<file path="config.mk">
export PLATFORM = sky130hd
export DESIGN_NAME = write_to_imem
export DESIGN_NICKNAME = d
export VERILOG_FILES = /design/src/rtl/imem_pkg.sv /design/src/rtl/imem_word_assembler.sv /design/src/rtl/write_to_imem.sv
export SDC_FILE = /design/constraint.sdc
export NUM_CORES = 1
export LEC_CHECK = 0
export ABC_AREA = 1
export ABC_CLOCK_PERIOD_IN_PS = 28100
export CELL_PAD_IN_SITES_DETAIL_PLACEMENT = 2
export CELL_PAD_IN_SITES_GLOBAL_PLACEMENT = 2
export CORE_UTILIZATION = 38
export CTS_CLUSTER_SIZE = 25
export DETAILED_ROUTE_END_ITERATION = 10
export PLACE_DENSITY = 0.92
export SYNTH_ARGS = -nofsm -noshare
export SYNTH_HDL_FRONTEND = slang
export SYNTH_SLANG_ARGS = --single-unit
export TNS_END_PERCENT = 20
</file>
<file path="constraint.sdc">
create_clock -name clk -period 28.1 [get_ports clk]
set_input_delay 8.43 -clock clk [delete_from_list [all_inputs] [get_ports clk]]
set_output_delay 8.43 -clock clk [all_outputs]
set_load 0.005 [all_outputs]
</file>
<file path="src/rtl/imem_pkg.sv">
// Shared IMEM definitions: default geometry, loader state encoding and
// byte-lane count. Used by the instruction-memory loader and the fetch stage.
package imem_pkg;

    localparam int IMEM_LEN_DEF   = 32;
    localparam int IMEM_SIZE_DEF  = 10;
    localparam int BYTES_PER_WORD = 4;

    typedef enum logic [1:0] {
        IDLE = 2'd0,
        LOAD = 2'd1,
        DONE = 2'd2
    } imem_wr_state_t;

endpackage

</file>
<file path="src/rtl/imem_word_assembler.sv">
// Packs an accepted byte stream into little-endian words. Byte k of a word
// lands in bits [8k+7:8k]; word_done strobes combinationally with the byte
// that completes a word, and word_out presents that complete word alongside it.
module imem_word_assembler
    import imem_pkg::*;
#(
    parameter int IMEM_LEN = IMEM_LEN_DEF
) (
    input  logic                clk,
    input  logic                reset,
    input  logic                clear,
    input  logic                byte_accept,
    input  logic [7:0]          byte_in,
    output logic [IMEM_LEN-1:0] word_out,
    output logic                word_done
);

    localparam int LANES = IMEM_LEN / 8;
    localparam int IW    = (LANES > 1) ? $clog2(LANES) : 1;

    logic [IW-1:0] byte_idx_q;
    logic [IW-1:0] byte_idx_d;
    logic [7:0]    lane_q [LANES];
    logic [7:0]    lane_d [LANES];
    logic          last_lane;

    assign last_lane = (byte_idx_q == IW'(LANES - 1));
    assign word_done = byte_accept && last_lane;

    // Byte index: restart on session clear, wrap after the last lane.
    always_comb begin
        byte_idx_d = byte_idx_q;
        if (clear) begin
            byte_idx_d = '0;
        end else if (byte_accept) begin
            byte_idx_d = last_lane ? '0 : byte_idx_q + IW'(1);
        end
    end

    // Byte index register.
    always_ff @(posedge clk or posedge reset) begin
        if (reset) begin
            byte_idx_q <= '0;
        end else begin
            byte_idx_q <= byte_idx_d;
        end
    end

    genvar gi;
    generate
        for (gi = 0; gi < LANES; gi++) begin : g_lane
            // Capture the incoming byte into the lane currently being filled.
            always_comb begin
                lane_d[gi] = lane_q[gi];
                if (clear) begin
                    lane_d[gi] = '0;
                end else if (byte_accept && (byte_idx_q == IW'(gi))) begin
                    lane_d[gi] = byte_in;
                end
            end

            // Lane storage register.
            always_ff @(posedge clk or posedge reset) begin
                if (reset) begin
                    lane_q[gi] <= '0;
                end else begin
                    lane_q[gi] <= lane_d[gi];
                end
            end

            // The lane being filled this cycle comes straight from the input,
            // so the completed word is available in the same cycle as its
            // last byte.
            assign word_out[8*gi +: 8] = (byte_idx_q == IW'(gi)) ? byte_in : lane_q[gi];
        end
    endgenerate

endmodule

</file>
<file path="src/rtl/write_to_imem.sv">
// Instruction-memory loader and fetch read port. A load session (start) takes
// bytes over a valid/ready handshake, packs them into words and writes them
// to sequential IMEM addresses until stop or until the memory is full.
// Optional feature macro: IMEM_WRITER_CHECKSUM_EN (running XOR of written
// words on the checksum port; tied to 0 when undefined).
module write_to_imem
    import imem_pkg::*;
#(
    parameter int IMEM_LEN  = IMEM_LEN_DEF,
    parameter int IMEM_SIZE = IMEM_SIZE_DEF
) (
    input  logic                           clk,
    input  logic                           reset,
    input  logic                           start,
    input  logic                           stop,
    input  logic [7:0]                     byte_in,
    input  logic                           byte_valid,
    output logic                           byte_ready,
    input  logic [31:0]                    rd_addr,
    output logic [IMEM_LEN-1:0]            rd_data,
    output logic                           load_done,
    output logic [$clog2(IMEM_SIZE+1)-1:0] load_count,
    output logic [IMEM_LEN-1:0]            checksum
);

    localparam int CW = $clog2(IMEM_SIZE + 1);
    localparam int AW = (IMEM_SIZE > 1) ? $clog2(IMEM_SIZE) : 1;

    imem_wr_state_t state_q;
    imem_wr_state_t state_d;
    logic           session_start;
    logic           byte_accept;
    logic           word_done;
    logic           last_word;
    logic [IMEM_LEN-1:0] word;

    // The word index doubles as load_count: both clear on session start and
    // step together on every word write.
    logic [CW-1:0] word_idx_q;
    logic [CW-1:0] word_idx_d;

    logic [IMEM_LEN-1:0] mem_q [IMEM_SIZE];
    logic [IMEM_LEN-1:0] mem_d [IMEM_SIZE];

    // Ready and done are pure state decodes so there is no input-to-output path.
    assign byte_ready  = (state_q == LOAD);
    assign load_done   = (state_q == DONE);
    assign byte_accept = byte_valid && byte_ready;
    assign last_word   = (word_idx_q == CW'(IMEM_SIZE - 1));
    assign load_count  = word_idx_q;

    imem_word_assembler #(
        .IMEM_LEN (IMEM_LEN)
    ) u_asm (
        .clk         (clk),
        .reset       (reset),
        .clear       (session_start),
        .byte_accept (byte_accept),
        .byte_in     (byte_in),
        .word_out    (word),
        .word_done   (word_done)
    );

    // Session FSM: filling the last word forces DONE regardless of stop; a
    // byte accepted together with stop is still consumed before leaving LOAD.
    always_comb begin
        state_d       = state_q;
        session_start = 1'b0;
        case (state_q)
            IDLE: begin
                if (start) begin
                    state_d       = LOAD;
                    session_start = 1'b1;
                end
            end
            LOAD: begin
                if (word_done && last_word) begin
                    state_d = DONE;
                end else if (stop) begin
                    state_d = DONE;
                end
            end
            DONE: begin
                if (start) begin
                    state_d       = LOAD;
                    session_start = 1'b1;
                end
            end
            default: state_d = IDLE;
        endcase
    end

    // State register.
    always_ff @(posedge clk or posedge reset) begin
        if (reset) begin
            state_q <= IDLE;
        end else begin
            state_q <= state_d;
        end
    end

    // Word index: restart per session, advance on each completed word.
    always_comb begin
        word_idx_d = word_idx_q;
        if (session_start) begin
            word_idx_d = '0;
        end else if (word_done) begin
            word_idx_d = word_idx_q + CW'(1);
        end
    end

    // Word index register.
    always_ff @(posedge clk or posedge reset) begin
        if (reset) begin
            word_idx_q <= '0;
        end else begin
            word_idx_q <= word_idx_d;
        end
    end

    genvar gi;
    generate
        for (gi = 0; gi < IMEM_SIZE; gi++) begin : g_mem
            // Write the completed word into the slot addressed by word_idx.
            always_comb begin
                mem_d[gi] = mem_q[gi];
                if (word_done && (word_idx_q == CW'(gi))) begin
                    mem_d[gi] = word;
                end
            end

            // IMEM word storage; reset zeroes the whole memory.
            always_ff @(posedge clk or posedge reset) begin
                if (reset) begin
                    mem_q[gi] <= '0;
                end else begin
                    mem_q[gi] <= mem_d[gi];
                end
            end
        end
    endgenerate

    // Fetch read port: the full 32-bit address is range-checked so aliases
    // above IMEM_SIZE read as zero instead of wrapping.
    always_comb begin
        rd_data = '0;
        if (rd_addr < 32'(IMEM_SIZE)) begin
            rd_data = mem_q[rd_addr[AW-1:0]];
        end
    end

`ifdef IMEM_WRITER_CHECKSUM_EN
    logic [IMEM_LEN-1:0] checksum_q;
    logic [IMEM_LEN-1:0] checksum_d;

    // Running XOR of the words written in the current session.
    always_comb begin
        checksum_d = checksum_q;
        if (session_start) begin
            checksum_d = '0;
        end else if (word_done) begin
            checksum_d = checksum_q ^ word;
        end
    end

    // Checksum register.
    always_ff @(posedge clk or posedge reset) begin
        if (reset) begin
            checksum_q <= '0;
        end else begin
            checksum_q <= checksum_d;
        end
    end

    assign checksum = checksum_q;
`else
    assign checksum = '0;
`endif

endmodule
</file>
# [After elaboration in Yosys (flattened, before gate mapping)]
# Index checks and enable logic that the tools add are counted.
[word_totals] ff_bits=360 elab_cells=90
[op_classes] muxes=27 n_addsub=2 n_reduce_logical=25 n_eq_ne=16 bitwise=1 order_cmp=2
[ops] operator="32-bit binary-select mux with 4-bit select" count=1
[ops] operator="32-bit 2-to-1 mux" count=3
[ops] operator="8-bit 2-to-1 mux" count=12
[ops] operator="32-bit by 4-bit less-than comparator with 1-bit output, second input constant" count=1
[ops] operator="4-bit by 3-bit equality test with 1-bit output, second input constant" count=4
[ops] operator="1-bit logical AND" count=15
[ops] operator="2-bit 2-to-1 mux" count=6
[ops] operator="2-bit nonzero test" count=5
[ops] operator="4-bit by 2-bit equality test with 1-bit output, second input constant" count=2
[ops] operator="4-bit equality test, second input constant" count=2
[ops] operator="4-bit 2-to-1 mux" count=2
[ops] operator="2-bit equality test, second input constant" count=3
[ops] operator="5-bit greater-or-equal comparator, second input constant" count=1
[ops] operator="4-bit NOT with 5-bit output" count=1
[ops] operator="4-bit by 1-bit adder with 4-bit output, second input constant" count=1
[ops] operator="2-bit by 1-bit equality test with 1-bit output, second input constant" count=2
[ops] operator="4-bit by 1-bit equality test with 1-bit output, second input constant" count=1
[ops] operator="2-bit logical NOT" count=2
[ops] operator="4-bit logical NOT" count=1
[ops] operator="2-bit one-hot mux with 2 select lines" count=1
[ops] operator="3-bit by 2-bit != test with 1-bit output, second input constant" count=1
[ops] operator="2-bit by 1-bit adder with 2-bit output, second input constant" count=1
[ops] operator="1-bit 2-to-1 mux" count=2
[ops] operator="2-bit by 1-bit != test with 1-bit output, second input constant" count=1
[ops] operator="2 further kinds" count=2

# [Logic depth before layout (Yosys ltp)]
[logic_depth] depth_word=6 depth_mapped=10

# [Modules after synthesis]
# Synthesis repeated with hierarchy kept, for this count alone.
[unflattened] hier_cells=2161 area_unflattened_um2=17658.2
[by_module_without_submodules] mod="write_to_imem" instances=1 cells_each=1913 seq_area_each_um2=8157.8 area_per_inst_um2=15710.1
[by_module_without_submodules] mod="imem_word_assembler" instances=1 cells_each=248 seq_area_each_um2=850.8 area_per_inst_um2=1948.1

# [Worst setup path after synthesis]
# No wires, ideal clock.
[synth_path] path_kind="input to output" startpoint="input port rd_addr[0]" endpoint="output port rd_data[13]" arrival_time_ps=9495 path_buffers=3 path_slack_ps=10175 cell_stages=10 cell_sequence="buf_2 > inv_2 > buf_2 > buf_1 > nand2_1 > nand3_1 > nand3_1 > nand2_1 > nor2_1 > nor2_1"
[synth_between] elab_chain_cells=5 word_cells_on_any_way=6 classes_between="order compare (1); mux (4); bitwise (1)"
[synth_lines] item="start: declaration" line="write_to_imem.sv:19" rtl="input logic [31:0] rd_addr,"
[synth_lines] item="branches (longest 4 deep; another with 32-bit by 4-bit less-than comparator with 1-bit output)"
[synth_lines] item="32-bit 2-to-1 mux *" line="write_to_imem.sv:147" rtl="if (rd_addr < 32'(IMEM_SIZE)) begin"
[synth_lines] item="end: declaration" line="write_to_imem.sv:20" rtl="output logic [IMEM_LEN-1:0] rd_data,"
# Every way passes the cells marked *. The select of a mux whose other input is x is not followed.

# [Worst setup path after layout]
[layout_path] startpoint="input port rd_addr[0]" endpoint="output port rd_data[20]"
# The elaborated chain is that of the path after synthesis.

==> metrics.csv <==
metric;value;unit
outcome;finished clean;
Rows;77;
Clock Latency Late Sink;580;ps
DR vias/cell;6.05;
Final Cycle Share;0.715;
Max Clock Skew;13.7;ps
Bufs on Longest Clock Path;3;
average wire per standard cell;29.0;um
Worst Path Max Fanout;62;
Crit-path slowest cell;buf_4;
fmax;49.8;MHz
post-place instance area;0.0182;mm2
initial antenna violation count;1;
largest net degree at the start of global routing;141;
routability cong.;0.749;
post-CTS sizing;0;
Critical Path Max Stage Delay;780;ps
Post-CTS Setup Repair Bufs;0;
crit path cell chain;buf_6 -> clkinv_2 -> buf_4 -> nand2_1 -> nand3_1 -> nand3_1 -> nand2_1 -> nor2_1 -> nor2_1 -> clkdlybuf4s50_1;
Worst-path clk slew;60;ps
DP HPWL;41500;um
Port Buf Inserts;82;
DR pass1 iterations;5;
chip height;216;um
fill count;4856;
proportion of layout cells with a drive suffix above 1;0.0494;
CP arrival;11660;ps
post-layout minimum cycle time;20090;ps
DRT antenna net count;0;
htree depth;2;
number of global-route vias before repair;19400;
Syn Inst Count;2190;
I/O pin total;115;
reg2reg setup slack;24970;ps
critical path buffer and inverter count;4;
Worst setup endpoint;rd_data[20];
Crit Path Class;in -> out;
RSZ-0062 raised after global routing;false;
Finished Cell Area;0.0196;mm2
total CTS buffers;42;
routed vias;17100;
peak supply drop;0.0000479;V
synthesized flop and latch total;360;
power per cell area;70.9;mW/mm2
Setup crit end kind;output pin;
worst reg2reg endpoint;mem_q[73];
worst endpoint required time;19670;ps
Leakage;9.24;nW
Final Hold Viols;0;
Initial DRC Count;1566;
commonest cells after routing, fill and taps aside;nand2_1 (399), nor2_1 (374), dfrtp_1 (360);
Crit path max-delay family;buffers and inverters;
Post-Route WL;81600;um
Critical Path Start Type;input pin;
Distinct cells, synth;27;
most common cell after layout, fill and taps aside;nand2_1;
Netlist Area Pre-Place;0.0174;mm2
total negative slack;0;ps
yosys warns;0;
syn_area_per_cell;7.92;um2
met1 global-route usage;0.434;
first-pass GRT wire length;125000;um
Initial Utilization;0.389;
Hold-fix buffers, CTS;0;
Critical R2R Launch;u_asm.byte_idx_q[0];
critical path depth;10;
root buf cell;clkbuf_16;
GR Util met2;0.596;
CP Launch Point;rd_addr[0];
Overflow after GRT;0;
Final Setup Violations;0;
Final WS setup;8010;ps
pre-CTS WS;8300;ps
drc violations;0;
Total GRT Usage;0.352;
Horiz. Die Dim;216;um
TritonCTS Sinks;360;
Hold Path Class;reg -> reg;
Max Cap Viol;0;
most crowded layer after global routing;met2;
area delta synth->final;13.0;%
# diodes;0;
Slew @ Worst Pin;1310;ps
Fin Hold WS;509;ps
total power;1.39;mW
Core Area;0.0446;mm2
FF-to-FF path depth;5;
final-stage net count;2245;
post-synthesis sequential area ratio;0.519;
M3 GR Usage;0.0764;
die area;0.0465;mm2
TritonCTS clock tree;done;
Final Max Tran Viols;0;
Rel. slew slack;0.119;
-- worst reg2reg max path, cell delays in order (launching register included) --
cell	delay (ps)
dfrtp_1	400
ha_1	620
nand2_4	440
nor2_8	1000
nor2_1	230
a21oi_1	320
-- power breakdown --
group | internal (mW) | total, mW | switching, mW
Combinational | 0.0441 | 0.246 | 0.202
Sequential | 0.545 | 0.560 | 0.0146
Clock | 0.331 | 0.585 | 0.254
-- state kept, by name (all words and copies together), names as in the netlist --
signal / count
load_count: 4
mem_q: 320
state_q: 2
u_asm.byte_idx_q: 2
u_asm.lane_q: 32
-- cells by family (layout without fill, tap and decap cells) --
family                     after synthesis  count (layout)  share of synthesized area
adders and majority gates                8               8                    0.00577
DFF                                    360             360                      0.519
other                                    1              32                   0.000216
AOI/OAI and AO/OA                      552             552                      0.161
and+or+nand+nor                        944             944                      0.224
buffers and inverters                  324             329                     0.0890
xor gates and xnor gates                 1               1                   0.000505
-- through the flow --
stage                util  std cells
floorplan               -       2221
global placement    0.408       2740
detailed placement  0.408       2740
CTS                 0.440       2818
global route        0.440       2818
finish              0.440       2818
-- layer usage --
layer  wire [um]  part of all wire
met1       32000              0.39
met2       40400              0.49
met3        6080             0.075
met4        3190             0.039
met5          11           0.00013
-- Yosys cell counts (all sizes together) --
cell type / instances / area (um2)
nand2: 401 / 1520
nor2: 387 / 1590
dfrtp: 360 / 9010
a21oi: 272 / 1360
o21ai: 267 / 1340
nand3: 153 / 771
inv: 144 / 541
buf: 112 / 748
clkbuf: 62 / 233
o211ai: 11 / 82.6
ha: 8 / 100
clkinv: 6 / 22.5
nand4: 3 / 18.8
conb: 1 / 3.75
o2111ai: 1 / 8.76
o31ai: 1 / 7.51
xor2: 1 / 8.76
-- how the worst min path moves through the flow --
stage	from	endpoint	slack [ps]	cells past startpoint
finish	mem_q[130]	mem_q[130]	510	2
global route	mem_q[130]	mem_q[130]	540	2
CTS	mem_q[130]	mem_q[130]	510	2
detailed placement	mem_q[133]	mem_q[133]	480	2
global placement	mem_q[135]	mem_q[135]	470	2
floorplan	mem_q[128]	mem_q[128]	450	2
-- layout make-up --
| type | instances | area [um2] | share of cell area |
|---|---|---|---|
| Inverter | 150 | 572 | 0.0292 |
| Clock buffer | 66 | 1320 | 0.0670 |
| Tap cell | 592 | 741 | 0.0378 |
| Timing Repair Buffer | 101 | 955 | 0.0487 |
| Multi-Input combinational cell | 1537 | 6930 | 0.353 |
| Sequential cell | 360 | 9010 | 0.459 |
| Clock inverter | 12 | 92.6 | 0.00472 |
(Power assumes the default switching activity.)
